## config.mk

```make
export PLATFORM = sky130hd
export DESIGN_NAME = free_list
export DESIGN_NICKNAME = d
export VERILOG_FILES = /design/src/rtl/free_list.sv
export SDC_FILE = /design/constraint.sdc
export NUM_CORES = 1
export LEC_CHECK = 0
export CORE_ASPECT_RATIO = 0.5
export CORE_MARGIN = 10
export CORE_UTILIZATION = 50
export CTS_CLUSTER_SIZE = 8
export DETAILED_ROUTE_END_ITERATION = 10
export PLACE_DENSITY_LB_ADDON = 0.15
export RECOVER_POWER = 50
export REMOVE_ABC_BUFFERS = 1
export SLEW_MARGIN = 20
export SYNTH_ARGS = -nofsm -noshare
export SYNTH_HDL_FRONTEND = slang
export SYNTH_SLANG_ARGS = --single-unit
```

## constraint.sdc

```tcl
create_clock -name clk -period 3.3 [get_ports clk]
set_clock_uncertainty 0.2 [all_clocks]
set_input_delay 0.495 -clock clk [delete_from_list [all_inputs] [get_ports clk]]
set_output_delay 0.495 -clock clk [all_outputs]
set_load 0.05 [all_outputs]
```

## src/rtl/free_list.sv

```systemverilog
// ---------------------------------------------------------------------------
// free_list
//
// Physical-register free list for a renaming pipeline. It holds 32 seven-bit
// physical tags in a circular buffer. Dispatch pops one tag from the head.
// Retire pushes a stale tag at the tail. A mispredicted branch rewinds the
// head to a checkpoint that the branch stack supplies.
//
// Ports
//   clk             system clock; all state updates on the rising edge
//   rst             asynchronous, active-low reset
//   dispatch_en_i   request one free tag this cycle (pop)
//   retire_en_i     return a stale tag this cycle (push)
//   retire_tag_i    the stale tag being returned
//   br_state_i      branch resolution state; `BR_PR_WRONG means recover
//   rc_fl_head_i    checkpointed head to restore on recovery
//   free_tag_o      tag at the current head (what dispatch receives)
//   free_valid_o    free_tag_o is valid (list not empty)
//   head_o          current head pointer (branch-stack checkpoint source)
//   free_cnt_o      number of free tags, 0..32
//   full_o          free_cnt_o == 32
// ---------------------------------------------------------------------------

`ifndef BR_STATE_W
`define BR_STATE_W 2
`endif

`ifndef BR_PR_WRONG
`define BR_PR_WRONG 2'd2
`endif

module free_list (
  input  logic                   clk,
  input  logic                   rst,
  input  logic                   dispatch_en_i,
  input  logic                   retire_en_i,
  input  logic [6:0]             retire_tag_i,
  input  logic [`BR_STATE_W-1:0] br_state_i,
  input  logic [4:0]             rc_fl_head_i,
  output logic [6:0]             free_tag_o,
  output logic                   free_valid_o,
  output logic [4:0]             head_o,
  output logic [5:0]             free_cnt_o,
  output logic                   full_o
);

  localparam int unsigned DEPTH = 32;

  // Storage and pointers
  logic [6:0] entry_q [DEPTH];
  logic [4:0] head_q, head_d;
  logic [4:0] tail_q, tail_d;
  logic [5:0] cnt_q,  cnt_d;

  // Qualified events for this cycle
  logic recover;
  logic pop;
  logic push;
  logic [4:0] rewind;

  assign recover = (br_state_i == `BR_PR_WRONG);
  assign pop     = dispatch_en_i & free_valid_o & ~recover;
  assign push    = retire_en_i & ~full_o;

  // The tags between the checkpoint and the current head were handed out
  // to instructions that are now squashed. The modular distance counts
  // them. It cannot reach 32 because the ROB never holds that many
  // instructions younger than a branch.
  assign rewind = head_q - rc_fl_head_i;

  // NOTE: a combinational block assigns every output on every path (the
  // defaults come first), so that no latch is inferred.
  always_comb begin
    head_d = head_q;
    tail_d = tail_q;
    cnt_d  = cnt_q;

    if (push) begin
      tail_d = tail_q + 5'd1;
    end

    if (recover) begin
      head_d = rc_fl_head_i;
      cnt_d  = cnt_q + {1'b0, rewind} + {5'd0, push};
    end else begin
      if (pop) begin
        head_d = head_q + 5'd1;
      end
      cnt_d = cnt_q + {5'd0, push} - {5'd0, pop};
    end
  end

  // Pointer and count registers.
  // NOTE: sequential state uses non-blocking assignments only, so every flop
  // samples the values that were present before the edge.
  always_ff @(posedge clk or negedge rst) begin
    if (!rst) begin
      head_q <= '0;
      tail_q <= '0;
      cnt_q  <= 6'(DEPTH);
    end else begin
      head_q <= head_d;
      tail_q <= tail_d;
      cnt_q  <= cnt_d;
    end
  end

  // Tag storage. On reset the list must come up holding tags 32..63, because
  // tags 0..31 are the architectural mappings.
  // NOTE: this array is built from resettable flops, not RAM. Its contents
  // after reset are functionally required, so it cannot be a macro that
  // lacks a reset.
  always_ff @(posedge clk or negedge rst) begin
    if (!rst) begin
      for (int i = 0; i < DEPTH; i++) begin
        entry_q[i] <= 7'(DEPTH + i);
      end
    end else if (push) begin
      entry_q[tail_q] <= retire_tag_i;
    end
  end

  // Outputs come straight from state. A tag retired in this cycle does not
  // bypass to free_tag_o.
  assign free_tag_o   = entry_q[head_q];
  assign free_valid_o = (cnt_q != 6'd0);
  assign head_o       = head_q;
  assign free_cnt_o   = cnt_q;
  assign full_o       = (cnt_q == 6'(DEPTH));

endmodule

```

==> impl_metrics.py <==
metrics = {
    "critical_path": {
        "max_stage_delay_ps": 540,
        "critPathKind": "register to primary output",
        "worstSetupEndpointType": "primary output",
        "cp_max_fo": 18,
        "crit_path_start_kind": "register",
        "crit_buf_inv": 2,
        "path_delay_family": "compound AO/OA/AOI/OAI gates",
        "cpMaxStageDelayCell": "mux4_2",
        "cp.required_ps": 2600,
        "worstPathArrival_ps": 2520,
        "path_cells": "buf_16 > mux4_2 > a211oi_2 > a22oi_2 > buf_12",
    },
    "cts": {
        "cts-root-buf": "clkbuf_16",
        "clk_pin_slew_ps": 50,
        "htreeDepth": 2,
        "clock-sinks": 240,
        "cts-buffers-inserted": 35,
        "clk_path_buf_depth": 3,
        "clk_latency_ps": 490,
        "cts_tree": "yes",
    },
    "yosys": {
        "yosysUniqueCellTypes": 48,
        "yosys-top-cells-area": "dfrtp_1 27%, dfstp_2 25%, mux2_2 20%",
        "synth_common_cells": "215 x mux2_2, 127 x dfrtp_1, 113 x dfstp_2, 44 x mux4_2, 30 x mux2i_1",
        "synth_top_cell_by_area": "dfrtp_1",
        "synth_top_area_frac": 0.2667,
        "async_flop_share": 1.000,
        "synthCells": 823,
        "synth_most_common_cell": "mux2_2",
        "ys_warn_count": 0,
        "netlist_area_um2": 11920,
        "ys.flop_type": "dfrtp_1",
        "synth.yosys.seq_area_share": 0.5158,
        "synth_seq_cells": 240,
        "synth.avg_cell_area_um2": 14.48,
        "synth_edf_count": 0,
    },
    "floorplan": {
        "die_h_um": 129.2,
        "dieArea_um2": 30790,
        "row_count": 39,
        "initial_core_util": 0.5153,
        "die_x_um": 238.3,
        "coreArea_um2": 23130,
        "ios": 38,
    },
    "timing": {
        "fin_crit_ps": 3217,
        "fmax_mhz": 310.9,
        "whs_ps": 280.1,
        "max_slew_margin": -0.2910,
        "period_share": 0.9747,
        "fin_setup_tns_ps": 0,
        "worstMarginPinSlew_ps": 1937,
        "hold_viol_final": 0,
        "finalMaxSlewViolations": 81,
        "setup_viol": 0,
    },
    "cells_and_area": {
        "design_area_um2": 13950,
        "nNetsFinal": 924,
        "drive_gt1_frac": 0.5703,
        "final_util": 0.6032,
        "nFillCells": 1830,
        "syn_to_final_growth_pct": 17.07,
        "antennaDiodeCount": 0,
    },
    "power_and_ir_drop": {
        "p_int_w": 0.009526,
        "p_comb_frac": 0.407,
        "swShare": 0.3402,
        "clkPwrFrac": 0.225,
        "peakVddDrop_uv": 473.1,
        "seqPwrFrac": 0.369,
        "powerDensity_nw_per_um2": 1035,
        "p_leak_nw": 6.041,
        "switching_power_w": 0.004911,
    },
    "route": {
        "first_iter_violations": 397,
        "num_vias": 7031,
        "drc_errors": 0,
        "drtPass1Iterations": 4,
        "routedWlPerCell_um": 23.82,
        "wl_um": 28820,
        "vias_per_cell": 5.811,
        "ant_nets": 0,
    },
    "outcome": {
        "outcome": "complete, but fails checks",
        "violations": "max-capacitance violations, max-slew violations",
    },
    "global_routing": {
        "grt_use_total": 0.1903,
        "antenna_found_initial": 0,
        "overflow": 0,
        "grt_pass1_wl_um": 45120,
        "grt_max_degree": 81,
        "grt_pass1_vias": 7417,
    },
    "placement": {
        "gp_congestion": 0.8185,
        "place_hpwl_um": 18900,
        "port_buffers": 37,
        "place_area_um2": 12760,
    },
    "min_path": {
        "hold_class": "register to register",
    },
    "flow_run": {
        "cap_violations": 1,
    },
}
==> per-layer routing <==
metal | up-vias | GRT usage | routed length [µm]
li1 | 3138 | - | -
met1 | 3742 | 0.2783 | 13810
met2 | 124 | 0.2923 | 13130
met3 | 27 | 0.03301 | 1537
met4 | 0 | 0.04045 | 346
met5 | - | 0 | 0
==> power groups by stage <==
stage | logic [W] | registers (W) | clock network [W]
after floorplan | 0.00359 | 0.00546 | 0
after global placement | 0.00550 | 0.00527 | 0
after detailed placement | 0.00562 | 0.00534 | 0
after CTS | 0.00579 | 0.00532 | 0.00330
after global routing | 0.00631 | 0.00549 | 0.00345
final | 0.00587 | 0.00533 | 0.00324
==> cells in the final DEF (no fill, tap or decap), types with 9 or more instances in the layout <==
master             n
clkdlybuf4s50_1   29
nor2b_1           12
a21oi_1           15
buf_12             9
nor2_1             9
mux4_2            44
dfrtp_1          123
inv_1             20
buf_4             34
mux2_2           215
nand2_2           17
dfstp_2          113
clkbuf_16         36
ha_1              22
mux2_1            10
a22oi_1           14
clkbuf_1          25
xnor2_1           11
mux2i_1           30
==> worst register-to-register path, delay by kind of cell, from the launching register on <==
| family | cells | cell delay [ps] |
|---|---|---|
| adders and majority gates | 3 | 650 |
| AOI/OAI and AO/OA | 3 | 640 |
| buffers and inverters | 2 | 120 |
| and+or+nand+nor | 4 | 510 |
| muxes | 1 | 280 |
| DFF | 1 | 590 |
==> cell families (layout without fill, tap and decap cells) <==
kind of cell,after synthesis,after routing,share of synthesized area
compound gates,71,71,0.03990
xor+xnor,16,16,0.01176
fa+ha+maj,26,26,0.02982
buf+inv,84,164,0.03338
flops,240,240,0.5158
mux,299,299,0.3209
simple gates,87,87,0.04840
==> what timing repair did <==
| action | CTS | global route |
|---|---|---|
| resized for setup | 17 | 11 |
| endpoints found under the setup margin | 7 | 8 |
| gates cloned | 1 | 1 |
| hold buffers | 1 | 0 |
| endpoints found under the hold margin | 39 | 0 |
| buffers inserted | 0 | 6 |
==> registers in the layout, indices dropped and copies added (netlist names) <==
name / flops
entry_q: 224
tail_q: 5
free_cnt_o: 6
head_o: 5
==> cell type report <==
| class | count | area, µm² | share of cell area |
|---|---|---|---|
| tap | 307 | 384.1 | 0.02753 |
| clock buffer | 59 | 965.9 | 0.06923 |
| multi-input combinational | 499 | 5474 | 0.3923 |
| inverter | 22 | 82.58 | 0.005919 |
| clock inverter | 1 | 8.758 | 0.0006277 |
| sequential | 240 | 6155 | 0.4411 |
| timing repair buffer | 82 | 882.1 | 0.06322 |
==> path summary, 6_finish.rpt <==
| kind | from | end | slack, ps | cells after the start |
|---|---|---|---|---|
| max in group asynchronous | rst | entry_q[204]$_DFFE_PN1P_ | 500 | 3 |
| hold reg to reg | entry_q[160]$_DFFE_PN0P_ | entry_q[160]$_DFFE_PN0P_ | 280 | 1 |
| setup reg to reg | free_cnt_o[5]$_DFF_PN1_ | free_cnt_o[5]$_DFF_PN1_ | 220 | 13 |
| min in group asynchronous | rst | entry_q[41]$_DFFE_PN0P_ | 860 | 2 |
| setup / recovery | head_o[0]$_DFFE_PN0P_ | free_tag_o[0] | 80 | 5 |
| hold / removal | entry_q[160]$_DFFE_PN0P_ | entry_q[160]$_DFFE_PN0P_ | 280 | 1 |
==> per-stage QoR <==
| step | power (W) | setup slack (ps) | cells |
|---|---|---|---|
| 5_1_grt | 0.01525 | -6.585 | 1210 |
| 3_5_place_dp | 0.01096 | 95.33 | 1141 |
| 4_1_cts | 0.01442 | 1.234 | 1203 |
| 2_1_floorplan | 0.009050 | -1997 | 761 |
| 6_report | 0.01444 | 83.34 | 1210 |
| 3_3_place_gp | 0.01076 | 131.0 | 1141 |
Power figures use the tool's default switching activity.
